$ cat src/rtl/jtframe_fir_mc.sv
// ---------------------------------------------------------------------------
// jtframe_fir_mc
// Multi-channel, run-time programmable FIR filter for the audio path. It sits
// between the sound mixer and the DAC / sigma-delta stage.
//
// Every channel keeps a circular history of the last KMAX samples. A sample
// strobe stores one new word per channel. It then starts a single
// time-multiplexed MAC pass over all channels, one product per clock,
// channel-major. Each channel result is shifted, saturated and presented on a
// registered bus together with a one-cycle valid pulse.
//
// Ports
//   rst        async active-high reset (history is re-cleared, coefs kept)
//   clk        clock
//   sample     one-cycle strobe, din valid, starts (or restarts) a pass
//   din        CH packed signed samples, channel 0 in the LSBs
//   dout       CH packed signed results, registered, same packing as din
//   out_valid  one-cycle pulse when dout updates
//   busy       high while clearing history or computing a pass
//   overrun    one-cycle pulse, a sample interrupted a pass in progress
//   cfg_we     coefficient write enable, honoured only while cfg_rdy=1
//   cfg_addr   tap index to write, values >= KMAX are dropped
//   cfg_data   coefficient value
//   cfg_rdy    ~busy
// ---------------------------------------------------------------------------
module jtframe_fir_mc #(
  parameter int WI     = 16,
  parameter int WC     = 16,
  parameter int CH     = 2,
  parameter int KMAX   = 64,
  parameter int AW     = 8,
  parameter int SHIFT  = WC - 2,
  parameter     COEFFS = ""
) (
  input  logic                 rst,
  input  logic                 clk,
  input  logic                 sample,
  input  logic [CH*WI-1:0]     din,
  output logic [CH*WI-1:0]     dout,
  output logic                 out_valid,
  output logic                 busy,
  output logic                 overrun,
  input  logic                 cfg_we,
  input  logic [AW-1:0]        cfg_addr,
  input  logic [WC-1:0]        cfg_data,
  output logic                 cfg_rdy
);

  // IW is the width that actually addresses KMAX entries. All internal
  // pointers use it, so the memories are exactly KMAX deep.
  localparam int IW = (KMAX > 1) ? $clog2(KMAX) : 1;
  localparam int CW = (CH > 1) ? $clog2(CH) : 1;
  localparam int WP = WI + WC;
  localparam int WA = WI + WC + AW;

  localparam logic signed [WA-1:0] MAXV = {{(WA-WI+1){1'b0}}, {(WI-1){1'b1}}};
  localparam logic signed [WA-1:0] MINV = {{(WA-WI+1){1'b1}}, {(WI-1){1'b0}}};

  typedef enum logic [2:0] {
    CLR, IDLE, MAC, DRAIN1, DRAIN2, OUT
  } state_t;

  state_t state, state_nxt;

  logic [IW-1:0] clr_cnt;
  logic [IW-1:0] wp;
  logic [IW-1:0] rd;
  logic [IW-1:0] k_cnt;
  logic [CW-1:0] ch_cnt;
  logic [IW-1:0] raddr;

  logic [CH*WI-1:0]    hist [KMAX];
  logic signed [WC-1:0] coef [KMAX];

  logic [CH*WI-1:0]     hist_q;
  logic signed [WC-1:0] coef_q;
  logic signed [WI-1:0] smp_sel;
  logic                 v1, v2;
  logic [CW-1:0]        ch1, ch2;
  logic signed [WP-1:0] prod;
  logic signed [WA-1:0] acc [CH];

  logic start;
  logic mac_last;
  logic clr_last;
  logic in_pass;

  // A sample is accepted in every state except CLR. In a pass state it
  // restarts the pass.
  assign start    = sample && (state != CLR);
  assign in_pass  = (state == MAC) || (state == DRAIN1) ||
                    (state == DRAIN2) || (state == OUT);
  assign mac_last = (state == MAC) && (ch_cnt == CW'(CH-1)) &&
                    (k_cnt == IW'(KMAX-1));
  assign clr_last = (clr_cnt == IW'(KMAX-1));

  assign busy    = (state != IDLE);
  assign cfg_rdy = ~busy;

  // Wrapped tap address (rd - k) mod KMAX. When rd < k, adding KMAX modulo
  // 2**IW gives the right entry. This still holds when KMAX == 2**IW, because
  // IW'(KMAX) is then 0.
  assign raddr = rd - k_cnt + ((rd < k_cnt) ? IW'(KMAX) : IW'(0));

  // Coefficients start at zero and are programmed through the config port.
  // Reset deliberately leaves them untouched.
  initial begin
    for (int k = 0; k < KMAX; k++) coef[k] = '0;
  end

  // State register
  always_ff @(posedge clk or posedge rst) begin
    if (rst) state <= CLR;
    else     state <= state_nxt;
  end

  // Next-state logic. A sample during any pass state sends the FSM back to
  // MAC with a freshly cleared pipeline.
  always_comb begin
    state_nxt = state;
    case (state)
      CLR:     if (clr_last) state_nxt = IDLE;
      IDLE:    if (start)    state_nxt = MAC;
      MAC:     if (start)         state_nxt = MAC;
               else if (mac_last) state_nxt = DRAIN1;
      DRAIN1:  state_nxt = start ? MAC : DRAIN2;
      DRAIN2:  state_nxt = start ? MAC : OUT;
      OUT:     state_nxt = start ? MAC : IDLE;
      default: state_nxt = CLR;
    endcase
  end

  // History clear counter and the circular write / read pointers
  always_ff @(posedge clk or posedge rst) begin
    if (rst) begin
      clr_cnt <= '0;
      wp      <= '0;
      rd      <= '0;
    end else begin
      if (state == CLR) clr_cnt <= clr_last ? '0 : clr_cnt + IW'(1);
      if (start) begin
        rd <= wp;
        wp <= (wp == IW'(KMAX-1)) ? '0 : wp + IW'(1);
      end
    end
  end

  // MAC issue counters, walking k inside c
  always_ff @(posedge clk or posedge rst) begin
    if (rst) begin
      k_cnt  <= '0;
      ch_cnt <= '0;
    end else if (start) begin
      k_cnt  <= '0;
      ch_cnt <= '0;
    end else if (state == MAC) begin
      if (k_cnt == IW'(KMAX-1)) begin
        k_cnt  <= '0;
        ch_cnt <= (ch_cnt == CW'(CH-1)) ? '0 : ch_cnt + CW'(1);
      end else begin
        k_cnt <= k_cnt + IW'(1);
      end
    end
  end

  // History memory has a single write port. CLR writes zeros, and an accepted
  // sample writes all channels at once. Reads are synchronous, so this block
  // also forms the RAM-read stage of the pipeline.
  always_ff @(posedge clk) begin
    if (state == CLR)  hist[clr_cnt] <= '0;
    else if (start)    hist[wp]      <= din;
    hist_q <= hist[raddr];
    coef_q <= coef[k_cnt];
  end

  // Coefficient port. Writes are dropped while busy and when out of range.
  always_ff @(posedge clk) begin
    if (cfg_we && cfg_rdy && ({1'b0, cfg_addr} < (AW+1)'(KMAX)))
      coef[cfg_addr[IW-1:0]] <= cfg_data;
  end

  // Pick the current channel's sample out of the wide history word
  always_comb begin
    smp_sel = '0;
    for (int c = 0; c < CH; c++)
      if (ch1 == CW'(c)) smp_sel = hist_q[c*WI +: WI];
  end

  // Pipeline valid tags. A restart kills everything in flight so the
  // products of an aborted pass never reach the freshly cleared accumulators.
  always_ff @(posedge clk or posedge rst) begin
    if (rst) begin
      v1   <= 1'b0;
      v2   <= 1'b0;
      ch1  <= '0;
      ch2  <= '0;
      prod <= '0;
    end else begin
      v1   <= (state == MAC) && !start;
      ch1  <= ch_cnt;
      v2   <= v1 && !start;
      ch2  <= ch1;
      prod <= smp_sel * coef_q;
    end
  end

  // Per-channel accumulators, wide enough that KMAX products cannot wrap
  always_ff @(posedge clk or posedge rst) begin
    if (rst) begin
      for (int c = 0; c < CH; c++) acc[c] <= '0;
    end else if (start) begin
      for (int c = 0; c < CH; c++) acc[c] <= '0;
    end else if (v2) begin
      for (int c = 0; c < CH; c++)
        if (ch2 == CW'(c)) acc[c] <= acc[c] + WA'(prod);
    end
  end

  function automatic logic [WI-1:0] sat(input logic signed [WA-1:0] a);
    logic signed [WA-1:0] s;
    s = a >>> SHIFT;
    if (s > MAXV)      s = MAXV;
    else if (s < MINV) s = MINV;
    return s[WI-1:0];
  endfunction

  // Output registers. OUT still completes when a sample lands in the same
  // cycle: dout and out_valid use the accumulators before they are cleared.
  always_ff @(posedge clk or posedge rst) begin
    if (rst) begin
      dout      <= '0;
      out_valid <= 1'b0;
      overrun   <= 1'b0;
    end else begin
      out_valid <= (state == OUT);
      overrun   <= sample && in_pass;
      if (state == OUT)
        for (int c = 0; c < CH; c++) dout[c*WI +: WI] <= sat(acc[c]);
    end
  end

endmodule

$ cat config.mk
export PLATFORM = sky130hd
export DESIGN_NAME = jtframe_fir_mc
export DESIGN_NICKNAME = d
export VERILOG_FILES = /design/src/rtl/jtframe_fir_mc.sv
export SDC_FILE = /design/constraint.sdc
export NUM_CORES = 2
export LEC_CHECK = 0
export ABC_CLOCK_PERIOD_IN_PS = 7500
export BUFFER_PORTS_ARGS = -buffer_cell sky130_fd_sc_hd__buf_2
export CORE_MARGIN = 5
export CORE_UTILIZATION = 45
export CTS_BUF_LIST = sky130_fd_sc_hd__clkbuf_4 sky130_fd_sc_hd__clkbuf_8
export DETAILED_ROUTE_END_ITERATION = 8
export HOLD_SLACK_MARGIN = 0.06
export SYNTH_ARGS = -nofsm -noshare
export SYNTH_HDL_FRONTEND = slang
export SYNTH_SLANG_ARGS = --single-unit
$ cat constraint.sdc
create_clock -name clk -period 7.5 [get_ports clk]
set_clock_uncertainty 0.05 [all_clocks]
set_input_delay 0.75 -clock clk [delete_from_list [all_inputs] [get_ports clk]]
set_output_delay 0.75 -clock clk [all_outputs]
set_load 0.05 [all_outputs]
## After elaboration in Yosys (flattened, before gate mapping)

Memories as Yosys holds them, arrays and structs flattened. A register that Yosys moved wholly into a read port is not among the register bits.
Index checks and enable logic that the tools add are counted.

| storage, ports and cells | value |
|---|---|
| flip-flop bits (word level) | 178 |
| memories kept | 2 |
| logic and storage cells | 104 |
| bits in writable memories | 3072 |
| bits of input ports | 60 |
| output and inout bits | 36 |

Memories:

| name | depth | bits a word | rd ports | clocked after memory_dff | write ports | line | source |
|---|---|---|---|---|---|---|---|
| hist | 64 | 32 | 1 | 1 | 1 | 72 | `logic [CH*WI-1:0] hist [KMAX];` |
| coef | 64 | 16 | 1 | 1 | 1 | 73 | `logic signed [WC-1:0] coef [KMAX];` |

| operators by class | value |
|---|---|
| bitwise operators | 1 |
| add/sub/neg operators | 7 |
| multipliers | 1 |
| eq/ne operators | 13 |
| reductions and logical operators | 23 |
| multiplexer cells | 36 |
| $lt $le $gt $ge | 5 |

Operators with widths:

| kind | number |
|---|---|
| 80-bit two-way mux | 2 |
| 40-bit by 32-bit adder with 40-bit output | 2 |
| 16-bit two-way mux | 5 |
| 40-bit two-way mux | 2 |
| 26-bit by 16-bit > comparator with 1-bit output (second input constant) | 2 |
| 26-bit by 16-bit < comparator with 1-bit output (second input constant) | 2 |
| 6-bit two-way mux | 6 |
| 16-bit by 16-bit multiplier with 32-bit output | 1 |
| 32-bit two-way mux | 1 |
| 32-bit OR reduction | 1 |
| 6-bit by 1-bit adder with 6-bit output (second input constant) | 3 |
| 6-bit equality test (second input constant) | 3 |
| 3-bit two-way mux | 6 |
| 3-bit case mux with 6 select lines | 1 |
| 1-bit two-way mux | 12 |
| 1-bit logical AND | 8 |
| 8-bit by 7-bit < comparator with 1-bit output (second input constant) | 1 |
| 2-bit nonzero test | 4 |
| 3-bit by 2-bit equality test with 1-bit output (second input constant) | 2 |
| 3-bit equality test (second input constant) | 2 |
| 2-bit AND reduction | 3 |
| 6-bit subtractor | 1 |
| 2-bit != test (second input constant) | 2 |
| 3-bit by 1-bit equality test with 1-bit output (second input constant) | 1 |
| 11 further kinds | 13 |

## Longest topological paths before layout

| logic depth | value |
|---|---|
| depth in word-level cells | 7 |
| depth in mapped cells | 26 |
| gate-level depth less buffers | 24 |

## Worst setup path after synthesis

OpenSTA, ideal clock, no wires.

| timing | value |
|---|---|
| path type | reg-to-reg |
| from | reg ch1 |
| to | reg prod[30] |
| stages on the path, launching flop included | 25 |
| period minus slack after synthesis | 7249 ps |
| required time | 7370 ps |
| path slack | 251 ps |
| buffers on the path | 3 |
| arrival | 7119 ps |
| setup time | 80 ps |
| path through | dfrtp_1 > clkbuf_1 > clkbuf_1 > mux2_2 > clkbuf_1 > nand2_1 > fa_1 > fa_1 > inv_1 > fa_1 > inv_1 > fa_1 > inv_1 > fa_1 > fa_1 > ha_1 > a211oi_2 > o21bai_2 > a2111oi_4 > o41ai_2 > a221o_2 > a311o_1 > a31o_1 > a21oi_2 > xnor2_1 |

| between the ends | value |
|---|---|
| word-level cells in the longest chain between the ends | 2 |

Ends and longest elaborated chain:

| item | line | source |
|---|---|---|
| start, declared | 79 | `logic [CW-1:0] ch1, ch2;` |
| start signal, assigned | 200 | `ch1 <= ch_cnt;` |
| 16-bit two-way mux | 186 | `if (ch1 == CW'(c)) smp_sel = hist_q[c*WI +: WI];` |
| 16-bit by 16-bit multiplier with 32-bit output | 203 | `prod <= smp_sel * coef_q;` |
| end signal, assigned | 203 |  |
| end, declared | 80 | `logic signed [WP-1:0] prod;` |

Every way passes these cells.
A chain may end at the register's enable or synchronous reset.

## Worst setup path after layout

Same ends and word-level chain as after synthesis.

==> flow_summary.yaml <==
timing:
  maxSlewViolCount: 0
  finalWorstPathRequiredPeriod_ns: 7.08
  min_period_over_period_pct: 94.4
  clock.fmax_mhz: 141
  worst_slew_pin_tran_ns: 1.26
  hold_viol_final: 0
  max-slew-margin-rel_pct: 16.0
  setup_tns_ns: 0
  setup-violations-final: 0
  rsz0062_at_grt: "false"
routing:
  avgViaCountPerCell: 5.76
  vias: 70300
  detailedRoute.firstIterationViolations: 6919
  drtAntennaViolNets: 0
  wl_per_cell_um: 28.4
  first_pass_iteration_count_of_the_detailed_router: 8
  drc_violations_left: 0
  wl_um: 347000
logic_synthesis:
  synth-compound-area-share_pct: 2.47
  synth_fp_nets: 7599
  yosys_warnings: 0
  post_synth_main_area_contributors: "sky130_fd_sc_hd__edfxtp_1, sky130_fd_sc_hd__mux4_2, sky130_fd_sc_hd__fa_1, sky130_fd_sc_hd__dfrtp_1, sky130_fd_sc_hd__ha_1"
  synthesis.instances: 7106
  synth_top_family_by_area: "multiplexers"
  synth-async-reset-ratio_pct: 5.40
  synth.mux.area_fraction_pct: 16.2
  synth_edf_count: 3072
  xor_and_xnor_area_share_after_synthesis_pct: 0.648
  synthesis.area_mm2: 0.139
  syn_avg_cell_area_um2: 19.6
  synth_top_cell_by_area: "sky130_fd_sc_hd__edfxtp_1"
  ys_ff_latch: 3298
  post_synth_fa_ha_maj_area_fraction_pct: 5.32
  synth.yosys.seq_area_share_pct: 70.1
  commonest_register_cell_after_synthesis: "sky130_fd_sc_hd__edfxtp_1"
  synth_simple_gate_area_share_pct: 3.38
  synthDistinctLibCells: 79
  synth_top_area_share_pct: 66.2
clock_network:
  cts_post_setup_buffers_inserted: 0
  longest_clk_path_bufs: 4
  tritoncts_num_sinks: 3298
  cts-root-buf: "sky130_fd_sc_hd__clkbuf_8"
  cts_max_level: 6
  tritoncts.num_buffers: 550
  path_clk_slew_ns: 0.07
  cts_tree: "built"
  clk_latency_ns: 1.14
worst_hold_path:
  min_from: "cfg_data[10]"
  worst_hold_path_type: "in2reg"
grt:
  maximum_number_of_pins_on_one_net_before_global_route_repair: 120
  number_of_antenna_violations_at_the_first_check_in_global_routing: 26
  grt_remaining_overflow: 0
  globalRouteTotalUtil_pct: 21.5
  first_pass_grt_wire_length_um: 509000
  first_global_vias: 74300
setup_path:
  worst_setup_path_endpoint: "prod[30]"
  worst_r2r_endpoint: "prod[30]"
  reg2reg_from: "ch1"
  crit_path_start: "ch1"
  r2r_slack_ns: 0.42
  crit_path_max_fanout: 16
  worst_setup_path_end_kind: "register"
  worst_r2r_path_depth: 21
  worstPathArrival_ns: 8.08
  worstSetupStartpointType: "register"
  critPathKind: "reg2reg"
  critPathRequiredTime_ns: 8.49
run:
  maxCapViolations: 0
placed_design:
  dp.final_hpwl_um: 195000
  gp_congestion: 0.835
  portBuffers: 95
die:
  core-area_mm2: 0.309
  die_h_um: 566
  boundaryPins: 96
  initial_core_util_pct: 45.1
  rows: 204
  die_width_um: 566
  floorplan.die_area_mm2: 0.321
finish:
  area_growth_pct: 12.7
  design.final.nets: 8152
  layout_cell_share_with_drive_strength_beyond_1_pct: 28.8
outcome:
  outcome: "finished, final reports clean"
-- worst min path at each step --
stage | endpoint | slack, ns | depth (start not counted)
after floorplan | ch2 | 0.30 | 0
after global placement | ch1 | 0.35 | 0
after detailed placement | ch1 | 0.36 | 0
after global routing | coef[60][10] | 0.21 | 2
final | coef[60][10] | 0.26 | 2
after CTS | coef[42][0] | 0.16 | 3
-- synthesized netlist by cell type (all sizes together) (7+ instances only) --
cell type  instances
xnor2             73
nor3b              7
nand2b            15
nor2             258
a21o              57
mux2              15
o31ai             13
nor3              21
nand4             19
nand3b            11
buf              104
and2             119
a211oi            53
xor2              30
mux4             976
mux2i             38
fa               265
and3              46
dfxtp             48
nand2            379
a31oi             20
inv              337
o21ai            126
nor4               8
clkbuf           236
o21bai            15
dfrtp            178
edfxtp          3072
or2                8
o21a              20
ha               168
nor2b             62
or3                9
nand3             46
a21oi            188
-- state kept, by name (all words and copies together) (netlist names) --
signal     cells
hist        2048
coef        1024
acc           80
dout          32
hist_q        32
prod          32
coef_q        16
clr_cnt        6
k_cnt          6
rd             6
wp             6
state          3
ch1            1
ch2            1
ch_cnt         1
out_valid      1
overrun        1
v1             1
v2             1
-- what timing repair did --
action | in CTS | in global routing
resized for setup | 0 | 1
hold buffers | 2 | 0
endpoints found under the setup margin | 0 | 1
hold endpoints to repair | 109 | 0
-- worst max-delay path, stage by stage (launching register included) --
cell and delay [ns]:
sky130_fd_sc_hd__dfrtp_2 0.52, sky130_fd_sc_hd__buf_4 0.19, sky130_fd_sc_hd__mux2_2 0.48, sky130_fd_sc_hd__and2_1 0.22
sky130_fd_sc_hd__fa_1 0.48, sky130_fd_sc_hd__inv_1 0.05, sky130_fd_sc_hd__fa_1 0.46, sky130_fd_sc_hd__fa_1 0.42
sky130_fd_sc_hd__fa_1 0.49, sky130_fd_sc_hd__inv_1 0.05, sky130_fd_sc_hd__fa_1 0.55, sky130_fd_sc_hd__fa_1 0.41
sky130_fd_sc_hd__ha_1 0.36, sky130_fd_sc_hd__a211oi_2 0.29, sky130_fd_sc_hd__o21bai_2 0.13, sky130_fd_sc_hd__a2111oi_4 0.38
sky130_fd_sc_hd__o41ai_2 0.17, sky130_fd_sc_hd__a221o_2 0.43, sky130_fd_sc_hd__a311o_1 0.39, sky130_fd_sc_hd__a31o_1 0.23
sky130_fd_sc_hd__a21oi_2 0.14, sky130_fd_sc_hd__xnor2_1 0.13
-- cell usage in the layout (no fill, tap or decap), types with 174 or more instances in the layout --
| master | synthesis | layout |
|---|---|---|
| sky130_fd_sc_hd__a21oi_1 | 187 | 187 |
| sky130_fd_sc_hd__buf_4 | 0 | 228 |
| sky130_fd_sc_hd__clkbuf_4 | 0 | 182 |
| sky130_fd_sc_hd__clkbuf_8 | 0 | 562 |
| sky130_fd_sc_hd__dfrtp_1 | 178 | 174 |
| sky130_fd_sc_hd__edfxtp_1 | 3072 | 3072 |
| sky130_fd_sc_hd__fa_1 | 265 | 264 |
| sky130_fd_sc_hd__inv_1 | 337 | 336 |
| sky130_fd_sc_hd__mux4_2 | 976 | 976 |
| sky130_fd_sc_hd__nand2_1 | 379 | 378 |
| sky130_fd_sc_hd__nor2_1 | 258 | 193 |
-- cell families (layout without fill, tap and decap cells) --
kind of cell,Yosys count,in the layout
multiplexers,1029,1029
buffers and inverters,679,1657
adder cells (fa/ha/maj),433,433
flip-flops,3298,3298
AO/OA/AOI/OAI,549,549
other,0,6
AND/OR/NAND/NOR,1015,1015
XOR/XNOR,103,103
-- cell type report --
| type | instances | area, um2 |
|---|---|---|
| inverters | 338 | 1280 |
| fillers | 24800 | 152000 |
| flip-flops and latches | 3298 | 97700 |
| well taps | 4120 | 5150 |
| clock inverters | 233 | 1610 |
| multi-input cells | 3129 | 39600 |
| clock buffers | 744 | 9100 |
| diodes | 6 | 15.0 |
| repair buffers | 342 | 2550 |
-- metrics by stage --
stage	instances	instance area [um2]	hold WS [ns]	util (%)	setup slack, ns
floorplan	7106	139000	0.302	-	0.251
global placement	11200	146000	0.355	47.4	0.271
detailed placement	11200	146000	0.360	47.4	0.209
CTS	12200	157000	0.156	50.9	0.243
global route	12200	157000	0.213	50.9	0.0704
finish	12200	157000	0.260	50.9	0.419
-- per-layer routing --
metal | part of all wire, % | global-route usage [%]
met5 | 0.015 | 0
met4 | 3.2 | 6.94
met3 | 6.4 | 3.28
met2 | 49 | 35.0
met1 | 42 | 30.1
Power is not shown: default switching activity piles up to over one toggle a cycle in this logic, so the estimate is an artifact.
